<file path="config.mk">
export PLATFORM = sky130hd
export DESIGN_NAME = buzzer_seq
export DESIGN_NICKNAME = d
export VERILOG_FILES = /design/src/rtl/buzzer_pkg.sv /design/src/rtl/buzzer_seq_tone_div.sv /design/src/rtl/buzzer_seq.sv
export SDC_FILE = /design/constraint.sdc
export NUM_CORES = 1
export LEC_CHECK = 0
export ABC_AREA = 1
export ABC_CLOCK_PERIOD_IN_PS = 3000
export BUFFER_PORTS_ARGS = -buffer_cell sky130_fd_sc_hd__buf_2
export CORE_MARGIN = 10
export CORE_UTILIZATION = 40
export CTS_CLUSTER_DIAMETER = 80
export DETAILED_ROUTE_END_ITERATION = 8
export GPL_TIMING_DRIVEN = 0
export PLACE_DENSITY = 0.64
export SYNTH_ARGS = -nofsm -noshare
export SYNTH_HDL_FRONTEND = slang
export SYNTH_SLANG_ARGS = --single-unit
</file>
<file path="constraint.sdc">
create_clock -name clk -period 3 [get_ports clk]
set_input_delay 0.3 -clock clk [delete_from_list [all_inputs] [get_ports clk]]
set_output_delay 0.3 -clock clk [all_outputs]
set_load 0.05 [all_outputs]
</file>
<file path="src/rtl/buzzer_pkg.sv">
// buzzer_pkg: shared types and constants for the buzzer burst sequencer.
//   state_t         FSM states (IDLE/BEEP/GAP)
//   HALF_PERIOD_*   tone half-periods in clk cycles at 100 MHz (~262/330/392/523 Hz)
//   TEST_*          small-size overrides used for fast simulation builds
//   half_period()   tone index -> half-period lookup (full or test-size table)
package buzzer_pkg;

   typedef enum logic [1:0] {
      IDLE = 2'd0,
      BEEP = 2'd1,
      GAP  = 2'd2
   } state_t;

   localparam int unsigned HALF_PERIOD_0 = 190_840;
   localparam int unsigned HALF_PERIOD_1 = 151_515;
   localparam int unsigned HALF_PERIOD_2 = 127_551;
   localparam int unsigned HALF_PERIOD_3 = 95_602;

   localparam int unsigned TEST_HALF_PERIOD_0 = 2;
   localparam int unsigned TEST_HALF_PERIOD_1 = 3;
   localparam int unsigned TEST_HALF_PERIOD_2 = 4;
   localparam int unsigned TEST_HALF_PERIOD_3 = 5;
   localparam int unsigned TEST_BEEP_CYCLES   = 20;
   localparam int unsigned TEST_GAP_CYCLES    = 10;

   // Half-period lookup; test_size selects the shortened table.
   function automatic int unsigned half_period(input logic [1:0] sel, input bit test_size);
      int unsigned hp;
      hp = HALF_PERIOD_0;
      case (sel)
         2'd0: hp = test_size ? TEST_HALF_PERIOD_0 : HALF_PERIOD_0;
         2'd1: hp = test_size ? TEST_HALF_PERIOD_1 : HALF_PERIOD_1;
         2'd2: hp = test_size ? TEST_HALF_PERIOD_2 : HALF_PERIOD_2;
         default: hp = test_size ? TEST_HALF_PERIOD_3 : HALF_PERIOD_3;
      endcase
      return hp;
   endfunction

endpackage

</file>
<file path="src/rtl/buzzer_seq_tone_div.sv">
// tone_div: square-wave generator with programmable half-period.
//   clk, rst_n    clock, async active-low reset
//   en            run the divider; low forces wave 0 and count 0
//   clr           restart: wave forced 1, count 0 (has priority over en)
//   half_period   toggle interval in clk cycles (>=1)
//   wave          registered square-wave output
module tone_div #(
   parameter int unsigned HP_W = 20
) (
   input  logic            clk,
   input  logic            rst_n,
   input  logic            en,
   input  logic            clr,
   input  logic [HP_W-1:0] half_period,
   output logic            wave
);

   logic [HP_W-1:0] cnt;

   // Half counter wraps at half_period-1, toggling the output each wrap.
   always_ff @(posedge clk or negedge rst_n) begin
      if (!rst_n) begin
         cnt  <= '0;
         wave <= 1'b0;
      end else if (clr) begin
         cnt  <= '0;
         wave <= 1'b1;
      end else if (!en) begin
         cnt  <= '0;
         wave <= 1'b0;
      end else if (cnt == half_period - HP_W'(1)) begin
         cnt  <= '0;
         wave <= ~wave;
      end else begin
         cnt  <= cnt + HP_W'(1);
      end
   end

endmodule

</file>
<file path="src/rtl/buzzer_seq.sv">
// buzzer_seq: plays a burst of 1-8 square-wave beeps on a one-cycle start.
//   clk, rst_n   clock, async active-low reset
//   start        request pulse (ignored while busy unless retriggering enabled)
//   tone         pitch index, latched at accept
//   num          beep count minus one, latched at accept
//   buzz         square-wave drive to the buzzer (0 whenever not beeping)
//   busy         high while a burst is in progress
//   done         one-cycle pulse when a burst completes normally
// Build option: BUZZER_RETRIGGER_EN - start while busy aborts and restarts
// the burst with freshly latched tone/num (no done for the aborted burst).
module buzzer_seq
   import buzzer_pkg::*;
#(
   parameter int unsigned BEEP_CYCLES = 25_000_000,
   parameter int unsigned GAP_CYCLES  = 12_500_000,
   parameter int unsigned HP_W        = 20,
   parameter bit          TEST_SIZE   = 1'b0
) (
   input  logic       clk,
   input  logic       rst_n,
   input  logic       start,
   input  logic [1:0] tone,
   input  logic [2:0] num,
   output logic       buzz,
   output logic       busy,
   output logic       done
);

   localparam int unsigned MAX_CYC = (BEEP_CYCLES > GAP_CYCLES) ? BEEP_CYCLES : GAP_CYCLES;
   localparam int unsigned CNT_W   = $clog2(MAX_CYC + 1);

   state_t           state;
   logic [CNT_W-1:0] dur_cnt;
   logic [2:0]       beeps_left;
   logic [1:0]       tone_q;

   logic            beep_end;
   logic            gap_end;
   logic            last_end;
   logic            retrig;
   logic            div_en;
   logic            div_clr;
   logic [HP_W-1:0] hp;

   assign beep_end = (state == BEEP) && (dur_cnt == CNT_W'(BEEP_CYCLES - 1));
   assign gap_end  = (state == GAP)  && (dur_cnt == CNT_W'(GAP_CYCLES - 1));
   assign last_end = beep_end && (beeps_left == 3'd0);

   // The edge that completes the final beep always finishes normally.
`ifdef BUZZER_RETRIGGER_EN
   assign retrig = start && (state != IDLE) && !last_end;
`else
   assign retrig = 1'b0;
`endif

   // Divider control follows the next state: restart on every BEEP entry,
   // keep running while BEEP continues, silence otherwise.
   assign div_clr = ((state == IDLE) && start) || gap_end || retrig;
   assign div_en  = div_clr || ((state == BEEP) && !beep_end);
   assign hp      = HP_W'(half_period(tone_q, TEST_SIZE));

   tone_div #(.HP_W(HP_W)) u_tone_div (
      .clk         (clk),
      .rst_n       (rst_n),
      .en          (div_en),
      .clr         (div_clr),
      .half_period (hp),
      .wave        (buzz)
   );

   // Sequencer FSM with duration and beep counters.
   always_ff @(posedge clk or negedge rst_n) begin
      if (!rst_n) begin
         state      <= IDLE;
         dur_cnt    <= '0;
         beeps_left <= '0;
         tone_q     <= '0;
         busy       <= 1'b0;
         done       <= 1'b0;
      end else begin
         done <= 1'b0;
         if (retrig) begin
            tone_q     <= tone;
            beeps_left <= num;
            dur_cnt    <= '0;
            state      <= BEEP;
            busy       <= 1'b1;
         end else begin
            case (state)
               IDLE: begin
                  if (start) begin
                     tone_q     <= tone;
                     beeps_left <= num;
                     dur_cnt    <= '0;
                     state      <= BEEP;
                     busy       <= 1'b1;
                  end
               end
               BEEP: begin
                  if (beep_end) begin
                     dur_cnt <= '0;
                     if (beeps_left != 3'd0) begin
                        beeps_left <= beeps_left - 3'd1;
                        state      <= GAP;
                     end else begin
                        state <= IDLE;
                        busy  <= 1'b0;
                        done  <= 1'b1;
                     end
                  end else begin
                     dur_cnt <= dur_cnt + CNT_W'(1);
                  end
               end
               GAP: begin
                  if (gap_end) begin
                     dur_cnt <= '0;
                     state   <= BEEP;
                  end else begin
                     dur_cnt <= dur_cnt + CNT_W'(1);
                  end
               end
               default: begin
                  state   <= IDLE;
                  dur_cnt <= '0;
                  busy    <= 1'b0;
               end
            endcase
         end
      end
   end

endmodule
</file>
# Word-level counts from Yosys, hierarchy flattened
# Cells that the tools add are included.
[op_classes]
n_addsub = 4
eq_ne = 13
n_mux = 27
bitwise_logic = 2
reduce_logical = 15
[op_table]
columns = ["operator", "count"]
rows = [
  ["$mux W25", 3],
  ["$pmux W25 S3", 1],
  ["$mux W20", 3],
  ["$pmux W18 S3", 1],
  ["$add A25 B1 Y25 const B", 1],
  ["$eq A25 B24 Y1 const B", 1],
  ["$eq A25 B25 Y1 const B", 1],
  ["$add A20 B1 Y20 const B", 1],
  ["$eq A20 B20 Y1", 1],
  ["$sub A18 B1 Y19 const B", 1],
  ["$mux W1", 9],
  ["$mux W3", 3],
  ["$mux W2", 4],
  ["$ne A2 B2 Y1 const B", 4],
  ["$reduce_and A4 Y1", 2],
  ["$pmux W2 S3", 1],
  ["$pmux W3 S2", 1],
  ["$eq A2 B1 Y1 const B", 2],
  ["$eq A2 B2 Y1 const B", 2],
  ["$logic_and A1 B1 Y1", 4],
  ["$logic_not A2 Y1", 2],
  ["$ne A3 B3 Y1 const B", 1],
  ["$pmux W1 S3", 1],
  ["$reduce_and A3 Y1", 1],
  ["8 further kinds", 10],
]
[totals]
register_bits = 55
inputBits = 8
out_inout_bits = 3
wordCells = 69

# Longest topological paths before layout
[logic_depth]
word_depth = 7
depth_mapped = 12
mapped_depth_nobuf = 12

# By module
# A second synthesis with hierarchy kept.
[hier_totals]
cells_unflattened = 655
area_unflattened_um2 = 4470.5
[by_module_without_submodules]
columns = ["mod", "n_inst", "cells_per_inst", "area_each_um2", "seq_area_each_um2"]
rows = [
  ["buzzer_seq", 1, 343, 2439.8, 850.8],
  ["tone_div", 1, 312, 2030.7, 525.5],
]

# Worst setup path after synthesis
# Ideal clock, no wire load.
[synth_path]
path_type = "register to register"
from = "reg tone_q[0]"
to = "reg u_tone_div.cnt[8]"
setup_time_ns = 0.120
arrival_ns = 1.658
setup_slack_ns = 1.222
path_stages_with_launch = 13
period_less_slack_ns = 1.778
cell_sequence = "dfrtp_1 -> inv_1 -> ha_1 -> inv_1 -> nand2_1 -> nand2_1 -> nor2_1 -> nand2_1 -> nor2_1 -> nand3_1 -> nand3_2 -> buf_4 -> nor2_1"
[synth_via]
elab_chain_cells = 7
elab_cells_between_ends = 9
classes_between = "1 x add/sub; 3 x eq/ne; 4 x mux; 1 x reduce/logical"
[synth_rtl]
columns = ["element", "line_no", "source"]
rows = [
  ["start, declared", "buzzer_seq.sv:35", "logic [1:0] tone_q;"],
  ["start signal, assigned", "buzzer_seq.sv:83", "tone_q <= tone;"],
  ["start signal, assigned", "buzzer_seq.sv:92", "tone_q <= tone;"],
  ["$eq A2 B2 Y1, or another cell as far along", "buzzer_pkg.sv:30", "case (sel)"],
  ["$pmux W18 S3 (*)", "buzzer_pkg.sv:30", ""],
  ["$sub A18 B1 Y19 (*)", "buzzer_seq_tone_div.sv:31", "end else if (cnt == half_period - HP_W'(1)) begin"],
  ["$eq A20 B20 Y1 (*)", "buzzer_seq_tone_div.sv:31", ""],
  ["$mux W20 (*)", "buzzer_seq_tone_div.sv:31", ""],
  ["$mux W20 (*)", "buzzer_seq_tone_div.sv:28", "end else if (!en) begin"],
  ["$mux W20 (*)", "buzzer_seq_tone_div.sv:25", "end else if (clr) begin"],
  ["end signal, assigned", "buzzer_seq_tone_div.sv:35", "cnt <= cnt + HP_W'(1);"],
  ["end, declared", "buzzer_seq_tone_div.sv:18", "logic [HP_W-1:0] cnt;"],
]
# Mark *: on every way between the ends. The rest lies on a longest branch, timed or not.
# A chain may end at the register's enable or synchronous reset.

# Worst setup path in the final report
[layout_path]
from = "reg state[0]"
to = "reg dur_cnt[20]"
[layout_via]
elab_chain_cells = 4
elab_cells_between_ends = 9
classes_between = "3 x eq/ne; 3 x mux; 3 x reduce/logical"
[layout_rtl]
columns = ["element", "line_no", "source"]
rows = [
  ["start, declared", "buzzer_seq.sv:32", "state_t state;"],
  ["start signal, assigned", "buzzer_seq.sv:74", "state <= IDLE;"],
  ["start signal, assigned", "buzzer_seq.sv:86", "state <= BEEP;"],
  ["start signal, assigned", "buzzer_seq.sv:95", "state <= BEEP;"],
  ["$eq A2 B2 Y1 or $eq A2 B1 Y1 (tied branches)", "buzzer_seq.sv:46, buzzer_seq.sv:89, buzzer_seq.sv:45", ""],
  ["$logic_and A1 B1 Y1 (on tied branches)", "buzzer_seq.sv:46, buzzer_seq.sv:45", ""],
  ["$mux W25 (on tied branches)", "buzzer_seq.sv:115, buzzer_seq.sv:100", ""],
  ["$pmux W25 S3", "buzzer_seq.sv:89", "case (state)"],
  ["end signal, assigned", "buzzer_seq.sv:111", "dur_cnt <= dur_cnt + CNT_W'(1);"],
  ["end signal, assigned", "buzzer_seq.sv:119", "dur_cnt <= dur_cnt + CNT_W'(1);"],
  ["end, declared", "buzzer_seq.sv:33", "logic [CNT_W-1:0] dur_cnt;"],
]
# Several ways; a longest one is shown, not always the timed one.

==> flow_metrics.env <==
export IMPL_status="finished, final reports clean"
export IMPL_grt_pass1_vias=3106
export IMPL_tritoncts="done"
export IMPL_ant_nets=0
export IMPL_peakVddDrop_mv=0.271
export IMPL_cap_violations=0
export IMPL_cts_root_buf="clkbuf_8"
export IMPL_die_w_um=117
export IMPL_clk_pin_slew_worst_paths_ns=0.11
export IMPL_critPathKind="reg -> reg"
export IMPL_antennaDiodeCount=0
export IMPL_fin_area_mm2=0.00401
export IMPL_rows=35
export IMPL_placedCellCount=650
export IMPL_drc_errors=0
export IMPL_syn_area_mm2=0.00373
export IMPL_finalHoldViolCount=0
export IMPL_vias=3246
export IMPL_skew_ns=0.0115
export IMPL_power_density_mw_per_mm2=589
export IMPL_avgSynthCellArea_um2=7.05
export IMPL_port_buffers=10
export IMPL_final_core_util_pct=43.8
export IMPL_syn_to_final_growth_pct=7.62
export IMPL_overflow=0
export IMPL_fin_total_pwr_mw=2.36
export IMPL_syn_instance_count=529
export IMPL_clk_path_buf_depth=2
export IMPL_period_needed_ns=2.32
export IMPL_synth_nets=550
export IMPL_tightest_slew_ns=0.695
export IMPL_critPathRequiredTime_ns=3.23
export IMPL_synth_edf_count=0
export IMPL_cts_sinks=55
export IMPL_cts_resized=0
export IMPL_yosys_area_top_type="dfrtp_1"
export IMPL_hold_worst_slack_ns=0.00296
export IMPL_leakage_nw=1.92
export IMPL_post_drt_wl_per_cell_um=12.8
export IMPL_vias_per_cell=4.93
export IMPL_period_share_pct=77.3
export IMPL_critPathLaunchType="register"
export IMPL_drt_iter0_markers=209
export IMPL_synth_top_area_share_pct=36.9
export IMPL_cts_buffers_inserted=5
export IMPL_post_cts_buffers=0
export IMPL_fmax_mhz=431
export IMPL_dpl_cell_area_mm2=0.00392
export IMPL_ys_types=30
export IMPL_r2r_start="state[0]$_DFFE_PN0P_"
export IMPL_crit_path_start="state[0]$_DFFE_PN0P_"
export IMPL_cts_htree_levels=2
export IMPL_crit_arrival_ns=2.54
export IMPL_ys_async_sr_fraction_pct=100
export IMPL_cts_hold_buf=0
export IMPL_synth_seq_cells=55
export IMPL_setup_tns_final_ns=0
export IMPL_coreArea_mm2=0.00915
export IMPL_grt_max_degree=56
export IMPL_drive_gt1_share_pct=8.23
export IMPL_crit_fanout=10
export IMPL_pin_count=11
export IMPL_nets=567
export IMPL_fin_cells=658
export IMPL_synth_area_leaders="dfrtp_1, nand2_1, nor2_1"
export IMPL_grtUsageTotal_pct=13.1
export IMPL_end_kind="register"
export IMPL_post_dp_hpwl_mm=6.31
export IMPL_rsz0062_at_grt="false"
export IMPL_slew_viol_final=0
export IMPL_setup_viol=0
export IMPL_finalWirelength_mm=8.40
export IMPL_synth_common_cells="nand2_1, nor2_1, inv_1"
export IMPL_clk_latency_ns=0.33
export IMPL_yosysMostFrequentCell="nand2_1"
export IMPL_yosys_warnings=0
export IMPL_start_util_pct=40.7
export IMPL_first_pass_iters=4
export IMPL_yosysSeqAreaShare_pct=36.9
export IMPL_timing_final_ws_setup_ns=0.680
export IMPL_relSlewSlack_pct=53.6
export IMPL_die_area_mm2=0.0136
export IMPL_grt_pass1_wl_mm=14.5
export IMPL_gp_congestion=0.888
export IMPL_ys_flop_type="dfrtp_1"
export IMPL_die_y_um=117
export IMPL_antenna_found_initial=0
export IMPL_hp_class="in -> async"
export IMPL_place_ws_ns=0.714
cells by family (layout without fill, tap and decap cells):
group / after synthesis / after routing / synth area share [%]
flops: 55 / 55 / 36.9
buf+inv: 70 / 88 / 7.89
fa+ha+maj: 13 / 13 / 4.36
compound gates: 17 / 17 / 2.75
simple gates: 341 / 341 / 40.3
xor+xnor: 33 / 33 / 7.75
power breakdown:
part	internal [mW]	switching [mW]
clock network	0.170	0.278
registers	0.816	0.0648
logic	0.325	0.712
area by class of cell:
cell class              count  area (um2)
plain buffers              11        72.6
clock buffers               5        68.8
clock inverters             3        23.8
fillers                   933        5140
inverters                  59         221
multi-input cells         404        2060
flip-flops and latches     55        1380
well taps                 111         139
repair buffers             10        52.6
final timing paths:
kind / slack, ns / cells past startpoint / endpoint
max: 0.68 / 10 / dur_cnt[20]$_DFFE_PN0N_
max in group asynchronous: 2.53 / 1 / dur_cnt[16]$_DFFE_PN0N_
max reg2reg: 0.68 / 10 / dur_cnt[20]$_DFFE_PN0N_
min reg2reg: 0.49 / 2 / beeps_left[2]$_DFFE_PN0P_
min: 0.003 / 1 / u_tone_div.cnt[8]$_DFF_PN0_
min in group clk: 0.21 / 3 / tone_q[0]$_DFFE_PN0P_
sequential cells by signal, indices dropped and copies added (netlist names):
signal / cells
done: 1
u_tone_div.wave: 1
dur_cnt: 25
u_tone_div.cnt: 20
tone_q: 2
beeps_left: 3
state: 2
busy: 1
worst max-delay path, stage by stage, from the launching register on:
cell and delay [ns]:
dfrtp_1 0.43, inv_1 0.10, ha_1 0.26, inv_1 0.07
nor2_2 0.27, clkinv_1 0.34, nand2_1 0.20, inv_1 0.14
buf_2 0.23, nand3_1 0.11, nand2_1 0.05
layer usage:
metal	vias to the layer above	GRT usage, %	part of all wire, %
met5	-	0	0
met4	0	2.72	0.86
met3	9	3.08	3.1
met2	41	22.6	48
met1	1507	16.2	48
li1	1689	-	-
layout by cell type, fill, tap and decap left out, drive strengths merged, types with 2 or more instances in the layout:
master / n
xnor2: 7
dfrtp: 55
nand3b: 10
clkinv: 2
o21ai: 8
nand2: 175
xor2: 26
nor3: 8
nor2: 81
ha: 13
buf: 18
inv: 59
nand4: 17
clkbuf: 8
a21oi: 5
o21bai: 2
nand3: 48
No activity file was read; power rests on OpenSTA's default activity.
